==> config.mk <==
export PLATFORM = sky130hd
export DESIGN_NAME = button_cond
export DESIGN_NICKNAME = d
export VERILOG_FILES = /design/src/rtl/button_cond_pkg.sv /design/src/rtl/btn_debounce.sv /design/src/rtl/button_cond.sv
export SDC_FILE = /design/constraint.sdc
export NUM_CORES = 1
export LEC_CHECK = 0
export CORE_MARGIN = 10
export CORE_UTILIZATION = 40
export CTS_CLUSTER_DIAMETER = 100
export DETAILED_ROUTE_END_ITERATION = 8
export GPL_ROUTABILITY_DRIVEN = 1
export SYNTH_ARGS = -nofsm -noshare
export SYNTH_HDL_FRONTEND = slang
export SYNTH_SLANG_ARGS = --single-unit
==> constraint.sdc <==
create_clock -name clk -period 4.4 [get_ports clk]
set_input_delay 0.66 -clock clk [delete_from_list [all_inputs] [get_ports clk]]
set_output_delay 0.66 -clock clk [all_outputs]
set_load 0.02 [all_outputs]
==> src/rtl/button_cond_pkg.sv <==
// rtl/button_cond_pkg.sv - shared register map, FSM encoding and event field layout for button_cond
package button_cond_pkg;

  localparam logic BTN_EVT_ADDR = 1'b0;
  localparam logic BTN_LVL_ADDR = 1'b1;

  typedef enum logic [1:0] {
    ST_RELEASED     = 2'd0,
    ST_PRESS_PEND   = 2'd1,
    ST_PRESSED      = 2'd2,
    ST_RELEASE_PEND = 2'd3
  } btn_state_t;

  // Event register is three NBTN-wide fields; firmware locates a field with evt_ofs().
  localparam int EVT_FIELD_PRESS   = 0;
  localparam int EVT_FIELD_LONG    = 1;
  localparam int EVT_FIELD_RELEASE = 2;
  localparam int EVT_FIELDS        = 3;

  function automatic int evt_ofs(input int field, input int nbtn);
    return field * nbtn;
  endfunction

  function automatic int max3(input int a, input int b, input int c);
    int m;
    m = (a > b) ? a : b;
    return (m > c) ? m : c;
  endfunction

endpackage

==> src/rtl/btn_debounce.sv <==
// rtl/btn_debounce.sv - one button: 2-flop sync, debounce and press/long FSM; BTN_REPEAT_EN adds auto-repeat
module btn_debounce
  import button_cond_pkg::*;
#(
  parameter int DEB_CYCLES    = 1000000,
  parameter int LONG_CYCLES   = 100000000,
  parameter int REPEAT_CYCLES = 25000000
) (
  input  logic clk,
  input  logic rst,
  input  logic i_btn,
  output logic o_level,
  output logic o_press,
  output logic o_long,
  output logic o_release
);

  localparam int CNT_W = $clog2(max3(DEB_CYCLES, LONG_CYCLES, REPEAT_CYCLES) + 1);
  localparam logic [CNT_W-1:0] DEB_LAST  = CNT_W'(DEB_CYCLES - 1);
  localparam logic [CNT_W-1:0] LONG_LAST = CNT_W'(LONG_CYCLES - 1);

  btn_state_t       r_state;
  logic [1:0]       r_sync;
  logic [CNT_W-1:0] r_cnt;
  logic [CNT_W-1:0] r_hold;
  logic             r_long_done;

  logic             w_sync;
  logic             w_held;
  logic             w_deb_done;
  logic             w_long_stb;
  logic             w_rep_stb;
  logic [CNT_W-1:0] w_cnt_inc;
  logic [CNT_W-1:0] w_hold_inc;

  assign w_sync     = r_sync[1];
  assign w_cnt_inc  = (r_cnt == '1) ? r_cnt : r_cnt + CNT_W'(1);
  assign w_hold_inc = (r_hold == '1) ? r_hold : r_hold + CNT_W'(1);
  assign w_deb_done = (w_cnt_inc >= DEB_LAST);

  assign o_level    = (r_state == ST_PRESSED) || (r_state == ST_RELEASE_PEND);
  // Hold time accrues only while the debounced press is still seen on the pin.
  assign w_held     = o_level && w_sync;
  assign w_long_stb = w_held && !r_long_done && (w_hold_inc >= LONG_LAST);

  assign o_press    = ((r_state == ST_PRESS_PEND) && w_sync && w_deb_done) || w_rep_stb;
  assign o_long     = w_long_stb;
  assign o_release  = (r_state == ST_RELEASE_PEND) && !w_sync && w_deb_done;

  always_ff @(posedge clk) begin
    if (rst) begin
      r_sync      <= 2'b00;
      r_state     <= ST_RELEASED;
      r_cnt       <= '0;
      r_hold      <= '0;
      r_long_done <= 1'b0;
    end else begin
      r_sync <= {r_sync[0], i_btn};
      case (r_state)
        ST_RELEASED: begin
          if (w_sync) begin
            r_state <= ST_PRESS_PEND;
            r_cnt   <= '0;
          end
        end
        ST_PRESS_PEND: begin
          if (!w_sync) begin
            r_state <= ST_RELEASED;
          end else if (w_deb_done) begin
            r_state     <= ST_PRESSED;
            r_cnt       <= '0;
            r_hold      <= '0;
            r_long_done <= 1'b0;
          end else begin
            r_cnt <= w_cnt_inc;
          end
        end
        ST_PRESSED: begin
          if (!w_sync) begin
            r_state <= ST_RELEASE_PEND;
            r_cnt   <= '0;
          end else begin
            r_hold <= w_hold_inc;
            if (w_long_stb) r_long_done <= 1'b1;
          end
        end
        ST_RELEASE_PEND: begin
          if (w_sync) begin
            r_state <= ST_PRESSED;
            r_hold  <= w_hold_inc;
            if (w_long_stb) r_long_done <= 1'b1;
          end else if (w_deb_done) begin
            r_state <= ST_RELEASED;
          end else begin
            r_cnt <= w_cnt_inc;
          end
        end
        default: r_state <= ST_RELEASED;
      endcase
    end
  end

`ifdef BTN_REPEAT_EN
  localparam logic [CNT_W-1:0] REP_PERIOD = CNT_W'(REPEAT_CYCLES);

  logic [CNT_W-1:0] r_rep;
  logic [CNT_W-1:0] w_rep_inc;

  assign w_rep_inc = (r_rep == '1) ? r_rep : r_rep + CNT_W'(1);
  assign w_rep_stb = w_held && r_long_done && (w_rep_inc >= REP_PERIOD);

  always_ff @(posedge clk) begin
    if (rst || !w_held || !r_long_done || w_rep_stb) begin
      r_rep <= '0;
    end else begin
      r_rep <= w_rep_inc;
    end
  end
`else
  assign w_rep_stb = 1'b0;
`endif

endmodule

==> src/rtl/button_cond.sv <==
// rtl/button_cond.sv - button conditioner: sticky W1C event flags and level view; BTN_REPEAT_EN enables auto-repeat
module button_cond
  import button_cond_pkg::*;
#(
  parameter int DATA_W        = 32,
  parameter int NBTN          = 2,
  parameter int DEB_CYCLES    = 1000000,
  parameter int LONG_CYCLES   = 100000000,
  parameter int REPEAT_CYCLES = 25000000
) (
  input  logic              clk,
  input  logic              rst,
  input  logic [NBTN-1:0]   button,
  input  logic              sel,
  input  logic              we,
  input  logic              addr,
  input  logic [DATA_W-1:0] data_in,
  output logic [DATA_W-1:0] data_out,
  output logic              event_pending
);

  localparam int EVT_W = EVT_FIELDS * NBTN;

  logic [NBTN-1:0]  w_level;
  logic [NBTN-1:0]  w_press_stb;
  logic [NBTN-1:0]  w_long_stb;
  logic [NBTN-1:0]  w_rel_stb;
  logic [NBTN-1:0]  r_press;
  logic [NBTN-1:0]  r_long;
  logic [NBTN-1:0]  r_rel;
  logic             r_pending;
  logic             w_clr_en;
  logic [EVT_W-1:0] w_clr;
  logic [EVT_W-1:0] w_evt;
  logic             w_unused_din;

  for (genvar g = 0; g < NBTN; g++) begin : g_btn
    btn_debounce #(
      .DEB_CYCLES    (DEB_CYCLES),
      .LONG_CYCLES   (LONG_CYCLES),
      .REPEAT_CYCLES (REPEAT_CYCLES)
    ) u_deb (
      .clk       (clk),
      .rst       (rst),
      .i_btn     (button[g]),
      .o_level   (w_level[g]),
      .o_press   (w_press_stb[g]),
      .o_long    (w_long_stb[g]),
      .o_release (w_rel_stb[g])
    );
  end

  assign w_clr_en = sel && we && (addr == BTN_EVT_ADDR);
  assign w_clr    = w_clr_en ? data_in[EVT_W-1:0] : '0;
  assign w_evt    = {r_rel, r_long, r_press};

  // A strobe in the same cycle as a clear of that bit wins, so no event is lost.
  always_ff @(posedge clk) begin
    if (rst) begin
      r_press   <= '0;
      r_long    <= '0;
      r_rel     <= '0;
      r_pending <= 1'b0;
    end else begin
      r_press   <= (r_press & ~w_clr[evt_ofs(EVT_FIELD_PRESS, NBTN) +: NBTN]) | w_press_stb;
      r_long    <= (r_long  & ~w_clr[evt_ofs(EVT_FIELD_LONG, NBTN) +: NBTN])  | w_long_stb;
      r_rel     <= (r_rel   & ~w_clr[evt_ofs(EVT_FIELD_RELEASE, NBTN) +: NBTN]) | w_rel_stb;
      r_pending <= |w_evt;
    end
  end

  assign event_pending = r_pending;
  assign data_out      = !sel ? '0 :
                         (addr == BTN_LVL_ADDR) ? DATA_W'(w_level) : DATA_W'(w_evt);

  assign w_unused_din  = ^data_in[DATA_W-1:EVT_W];

endmodule

==> impl_metrics.toml, run 1 <==
[status]
status = "complete, no violations"

[routing]
drt_iter0_drc = 597
avgViaCountPerCell = 5.88
ant_nets = 0
wl_per_cell_um = 16.1
drt-total-wl_mm = 21.4
first_pass_iters = 4
drc = 0
vias = 7844

[sta]
worst_pin_slew_ns = 1.19
drv_slew = 0
timing.final.crit_share = 0.930
setup_tns_ns = 0
fmax_mhz = 244
post-route-min-period_ns = 4.09
skew_ns = 0.00884
rsz0062_at_grt = "no"
relSlewSlack = 0.205
setup_viol = 0
hold_viol = 0

[final_layout]
seqCellArea_sq_mm = 0.00250
fillers = 2052
final_nets = 1093
fin_cells = 1333
drive_gt1_frac = 0.0790
final_common_cell = "dfxtp_1"
final_cell_mix = "dfxtp_1, nand2_1, nor2_1"
multi_input_area_sq_mm = 0.00518
fin_util = 0.454
final_cell_area_sq_mm = 0.00915
diodes = 0
area_growth_pct = 11.9

[yosys]
post-synth-top-area-cell = "dfxtp_1"
synthArstFlopShare = 0
yosys.cell_types.count = 88
synth_top_area_share = 0.306
synth_compound_area_frac = 0.261
synthAdderAreaFrac = 0.00612
synthSimpleGateAreaFrac = 0.305
synth_edf_count = 0
synth.cell_area_sq_mm = 0.00818
syn_inst = 1066
synth_top_family_by_area = "simple AND/OR/NAND/NOR gates"
ys_ff_latch = 125
ys_top_cells_by_area = "dfxtp_1, nand2_1, nor2_1, a311oi_1, nand3_1"
synth_ff_type = "dfxtp_1"
syn_avg_cell_area_sq_um = 7.67
seq_area_frac_synth = 0.306
synth_xor_area_frac = 0.0354
synth.area.mux_share = 0.0141
yosysWarnings = 0

[critical_path]
required_ns = 4.77
critPathMaxFanout = 27
cp-startpoint = "g_btn[1].u_deb.r_cnt[0]"
crit_path_end_kind = "flip-flop"
regToRegStartpoint = "g_btn[1].u_deb.r_cnt[0]"
crit_type = "flip-flop to flip-flop"
crit_arrival_ns = 4.46
worstSetupStartpointType = "flip-flop"

[floorplan]
die_area_sq_mm = 0.0266
die_width_um = 163
core_sq_mm = 0.0202
num_rows = 52
pin_count = 72
die_h_um = 163
floorplan.initialDensity = 0.405

[power_and_ir_drop]
peakVddDrop_mv = 0.285
power_density_mw_per_mm2 = 317
power.leakage_nw = 3.08

[grt]
grt_max_degree = 35
grt_pass1_wl_mm = 36.2
track_usage = 0.161
first_global_vias = 7263
grt_overflow = 0
antenna_found_initial = 0

[clocking]
cts_sinks = 125
root_buffer = "clkbuf_16"
cts_buffers = 17
insertion_delay_ns = 0.43
ctsLongestPathBuffers = 2
postCtsSetupRepairBufs = 0
cts_resized = 0
h-tree-depth = 4
cts_tree = "built"
hold_buffers = 0
path_clk_slew_ns = 0.06

[place]
dp.cells = 1301
dp_hpwl_mm = 14.7
numPortBuffers = 19
place_area_sq_mm = 0.00845
gp_congestion = 0.857

[worst_hold_path]
hp-class = "flip-flop to flip-flop"
min_from = "g_btn[1].u_deb.r_sync[0]"

[run]
max_cap_viol_count = 0
routing by layer:
metal | vias up | GRT usage | part of all wire
li1 | 3960 | - | -
met1 | 3712 | 0.216 | 0.49
met2 | 148 | 0.258 | 0.46
met3 | 24 | 0.0270 | 0.033
met4 | 0 | 0.0508 | 0.013
met5 | - | 0 | 0
cells by family after synthesis:
group,Yosys count
other cells,1
flops,125
simple gates,475
buf+inv,121
mux,11
compound gates,296
xor+xnor,33
fa+ha+maj,4
cells in the mapped netlist (6+ instances only):
cell type and count:
o21ai_1 6, and3_1 18, inv_1 18, o31ai_1 6
or3_1 18, o211a_1 6, nand4_1 27, a211o_1 10
a21o_1 14, o211ai_1 10, a41oi_1 8, nor4_1 25
a311oi_1 29, a31oi_1 37, a22o_1 6, buf_2 15
o22a_1 9, o22ai_1 8, nor2_1 81, o2bb2ai_1 7
a211oi_1 12, xor2_1 7, a21oi_1 41, nand2_1 114
o21ai_0 38, xnor2_1 26, and2_1 26, clkbuf_1 54
and4_1 11, nor3_1 47, nor2b_1 14, buf_4 28
nand3_1 48, nor3b_1 9, dfxtp_1 125, mux2i_1 7
worst max-delay path: stages (launching register included):
cell	delay, ns
dfxtp_1	0.46
ha_1	0.31
nand3_2	0.14
or3_1	0.53
buf_4	0.23
o31a_1	0.27
or4_4	0.45
nor4_4	0.37
o21ai_1	0.15
a211o_1	0.62
nor4_1	0.31
o22a_1	0.18
power by group:
group | leakage [nW] | total (mW) | internal, mW | switching, mW
combinational | 1.74 | 0.0768 | 0.0202 | 0.0567
sequential | 1.01 | 1.14 | 1.13 | 0.00284
clock | 0.337 | 1.69 | 1.15 | 0.540
stage by stage:
stage / hold slack [ns] / power, mW / setup WS (ns)
5_1_grt: 0.459 / 2.97 / 0.0248
2_1_floorplan: 0.414 / 1.23 / 1.13
3_3_place_gp: 0.422 / 1.24 / 0.403
3_5_place_dp: 0.420 / 1.24 / 0.343
4_1_cts: 0.434 / 2.92 / 0.296
6_report: 0.434 / 2.90 / 0.308
worst paths after layout:
kind	end	slack, ns	cells after the start
setup / recovery	g_btn[1].u_deb.r_cnt[9]	0.31	11
hold / removal	g_btn[1].u_deb.r_sync[1]	0.43	1
setup reg to reg	g_btn[1].u_deb.r_cnt[9]	0.31	11
hold reg to reg	g_btn[1].u_deb.r_sync[1]	0.43	1
registers in the layout, summed over array words and instances (netlist names), named ones only:
signal	flops
r_rel	2
g_btn.u_deb.r_hold	54
g_btn.u_deb.r_long_done	2
r_long	2
r_press	2
event_pending	1
g_btn.u_deb.r_sync	4
g_btn.u_deb.r_cnt	54
g_btn.u_deb.r_state	2
layout make-up:
| type | count | share of cell area |
|---|---|---|
| Multi-Input combinational cell | 845 | 0.566 |
| Clock inverter | 11 | 0.0258 |
| Timing Repair Buffer | 43 | 0.0399 |
| Inverter | 18 | 0.00738 |
| Sequential cell | 125 | 0.273 |
| Tap cell | 270 | 0.0369 |
| Clock buffer | 21 | 0.0503 |
Note: power is estimated with default switching activity, not from simulation.
==> run 2, diff against run 1 <==
CORE_MARGIN = default   (was 10)
==> run 2 against run 1 <==
Sequential share of layout area is 0.28 points higher. Register-to-register slack hardly changed. Worst hold slack better by 0.021 ns. Critical endpoint is now g_btn[1].u_deb.r_cnt[15].
==> impl_metrics.toml, run 2 (synthesis results as in run 1) <==
[sta]
worst_pin_slew_ns = 1.19
post-route-min-period_ns = 4.10
skew_ns = 0.00943
setup_tns_ns = 0
fmax_mhz = 244
hold_viol = 0
timing.final.crit_share = 0.931
setup_viol = 0
relSlewSlack = 0.210
rsz0062_at_grt = "no"
drv_slew = 0

[floorplan]
floorplan.initialDensity = 0.415
die_area_sq_mm = 0.0210
die_h_um = 145
num_rows = 51
pin_count = 72
die_width_um = 145
core_sq_mm = 0.0197

[power_and_ir_drop]
swShare = 0.217
p_seq_frac = 0.418
p_total_mw = 2.72
combPwrFrac = 0.028
internal_power_mw = 2.13
power_density_mw_per_mm2 = 300
peakVddDrop_mv = 0.270
power.leakage_nw = 3.03
p_sw_uw = 591
pwr-share-clk = 0.554

[final_layout]
final_common_cell = "dfxtp_1"
drive_gt1_frac = 0.0773
area_growth_pct = 10.8
diodes = 0
multi_input_area_sq_mm = 0.00518
final_cell_area_sq_mm = 0.00906
seqCellArea_sq_mm = 0.00250
final_cell_mix = "dfxtp_1, nand2_1, nor2_1"
reg_top3 = "g_btn.u_deb.r_cnt: 54 flops, g_btn.u_deb.r_hold: 54 flops, g_btn.u_deb.r_sync: 4 flops"
fillers = 1948
final_nets = 1091

[clocking]
root_buffer = "clkbuf_16"
insertion_delay_ns = 0.42
cts_sinks = 125
cts_buffers = 17
h-tree-depth = 4
postCtsSetupRepairBufs = 0
cts_tree = "built"
hold_buffers = 0
cts_resized = 0
ctsLongestPathBuffers = 2
path_clk_slew_ns = 0.06

[grt]
first_global_vias = 7007
grt_pass1_wl_mm = 34.9
antenna_found_initial = 0
grt_max_degree = 41
grt_overflow = 0
track_usage = 0.199

[critical_path]
worstPathCellList = "ha_1, nand3_2, or3_1, o311ai_1, mux2i_1, o311a_1, nand4_1, nand3_1, a211oi_2, buf_4, o2bb2ai_1"
worstSetupStartpointType = "flip-flop"
cp_top_family = "compound AO/OA/AOI/OAI gates"
required_ns = 4.74
crit_arrival_ns = 4.43
slowest_stage = "a211oi_2"
cp_slowest_stage_delay_ns = 0.82
critPathCapture = "g_btn[1].u_deb.r_cnt[15]"
rrSetupSlack_ns = 0.30
path_buf_inv = 1
critPathMaxFanout = 15
r2r-end = "g_btn[1].u_deb.r_cnt[15]"
ff2ff_path_depth = 11
cp-startpoint = "g_btn[1].u_deb.r_cnt[0]"
regToRegStartpoint = "g_btn[1].u_deb.r_cnt[0]"
crit_type = "flip-flop to flip-flop"
crit_path_end_kind = "flip-flop"
critical_path_depth = 11

[worst_hold_path]
whs_path_depth = 1
hp-class = "flip-flop to flip-flop"

[routing]
drc = 0
first_pass_iters = 5
drt-total-wl_mm = 21.1
wl_per_cell_um = 15.9
drt_iter0_drc = 537
met2_length_mm = 10.0
vias = 7828
ant_nets = 0
avgViaCountPerCell = 5.90
drt-met1-wl_mm = 9.98
routed-wl-met3_um = 874
highest_layer = "met4"

[status]
status = "complete, no violations"

[place]
gp_congestion = 0.842
place_area_sq_mm = 0.00843
dp_hpwl_mm = 14.4
numPortBuffers = 19

[run]
max_cap_viol_count = 0
-- run 2: cell types whose count changed in the layout (fill, tap and decap cells not counted), sizes merged --
cell,before,now
bufinv,7,4
buf,25,23
clkinvlp,1,4
-- run 2: final cells by class --
| class | count | share of cell area |
|---|---|---|
| well taps | 265 | 0.0366 |
| repair buffers | 41 | 0.0387 |
| multi-input cells | 845 | 0.572 |
| inverters | 18 | 0.00746 |
| clock inverters | 11 | 0.0182 |
| flip-flops and latches | 125 | 0.276 |
| clock buffers | 21 | 0.0508 |
-- run 2: how the worst min path moves through the flow --
stage,start,endpoint
finish,g_btn[1].u_deb.r_sync[0],g_btn[1].u_deb.r_sync[1]
CTS,g_btn[0].u_deb.r_long_done,r_long[0]
global placement,g_btn[1].u_deb.r_long_done,g_btn[1].u_deb.r_long_done
global route,g_btn[1].u_deb.r_sync[0],g_btn[1].u_deb.r_sync[1]
floorplan,g_btn[0].u_deb.r_sync[0],g_btn[0].u_deb.r_sync[1]
detailed placement,g_btn[1].u_deb.r_long_done,g_btn[1].u_deb.r_long_done
-- run 2: power by group through the flow --
stage	Combinational, mW	Sequential [mW]	Clock, mW
floorplan	0.0682	1.16	0
global placement	0.0751	1.16	0
detailed placement	0.0753	1.16	0
CTS	0.0757	1.14	1.53
global route	0.0809	1.14	1.59
finish	0.0751	1.14	1.51
-- run 2: worst reg2reg max path: stages, from the launching register on --
cell and delay [ns]:
dfxtp_1 0.46, ha_1 0.32, nand3_2 0.15, or3_1 0.60, o311ai_1 0.52, mux2i_1 0.14, o311a_1 0.17, nand4_1 0.14
nand3_1 0.20, a211oi_2 0.82, buf_4 0.35, o2bb2ai_1 0.14
-- run 2: metal layers --
| metal | global-route usage | up-vias |
|---|---|---|
| met2 | 0.332 | 188 |
| met1 | 0.260 | 3672 |
| met3 | 0.0374 | 18 |
| met5 | 0 | - |
| li1 | - | 3950 |
| met4 | 0.0548 | 0 |
-- run 2: stage by stage --
| stage | hold slack [ns] | instances | utilization | setup WS, ns |
|---|---|---|---|---|
| 3_5_place_dp | 0.438 | 1294 | 0.428 | 0.297 |
| 5_1_grt | 0.477 | 1326 | 0.459 | 0.00379 |
| 2_1_floorplan | 0.414 | 1091 | - | 1.13 |
| 4_1_cts | 0.455 | 1326 | 0.459 | 0.265 |
| 6_report | 0.455 | 1326 | 0.459 | 0.303 |
| 3_3_place_gp | 0.432 | 1294 | 0.428 | 0.340 |
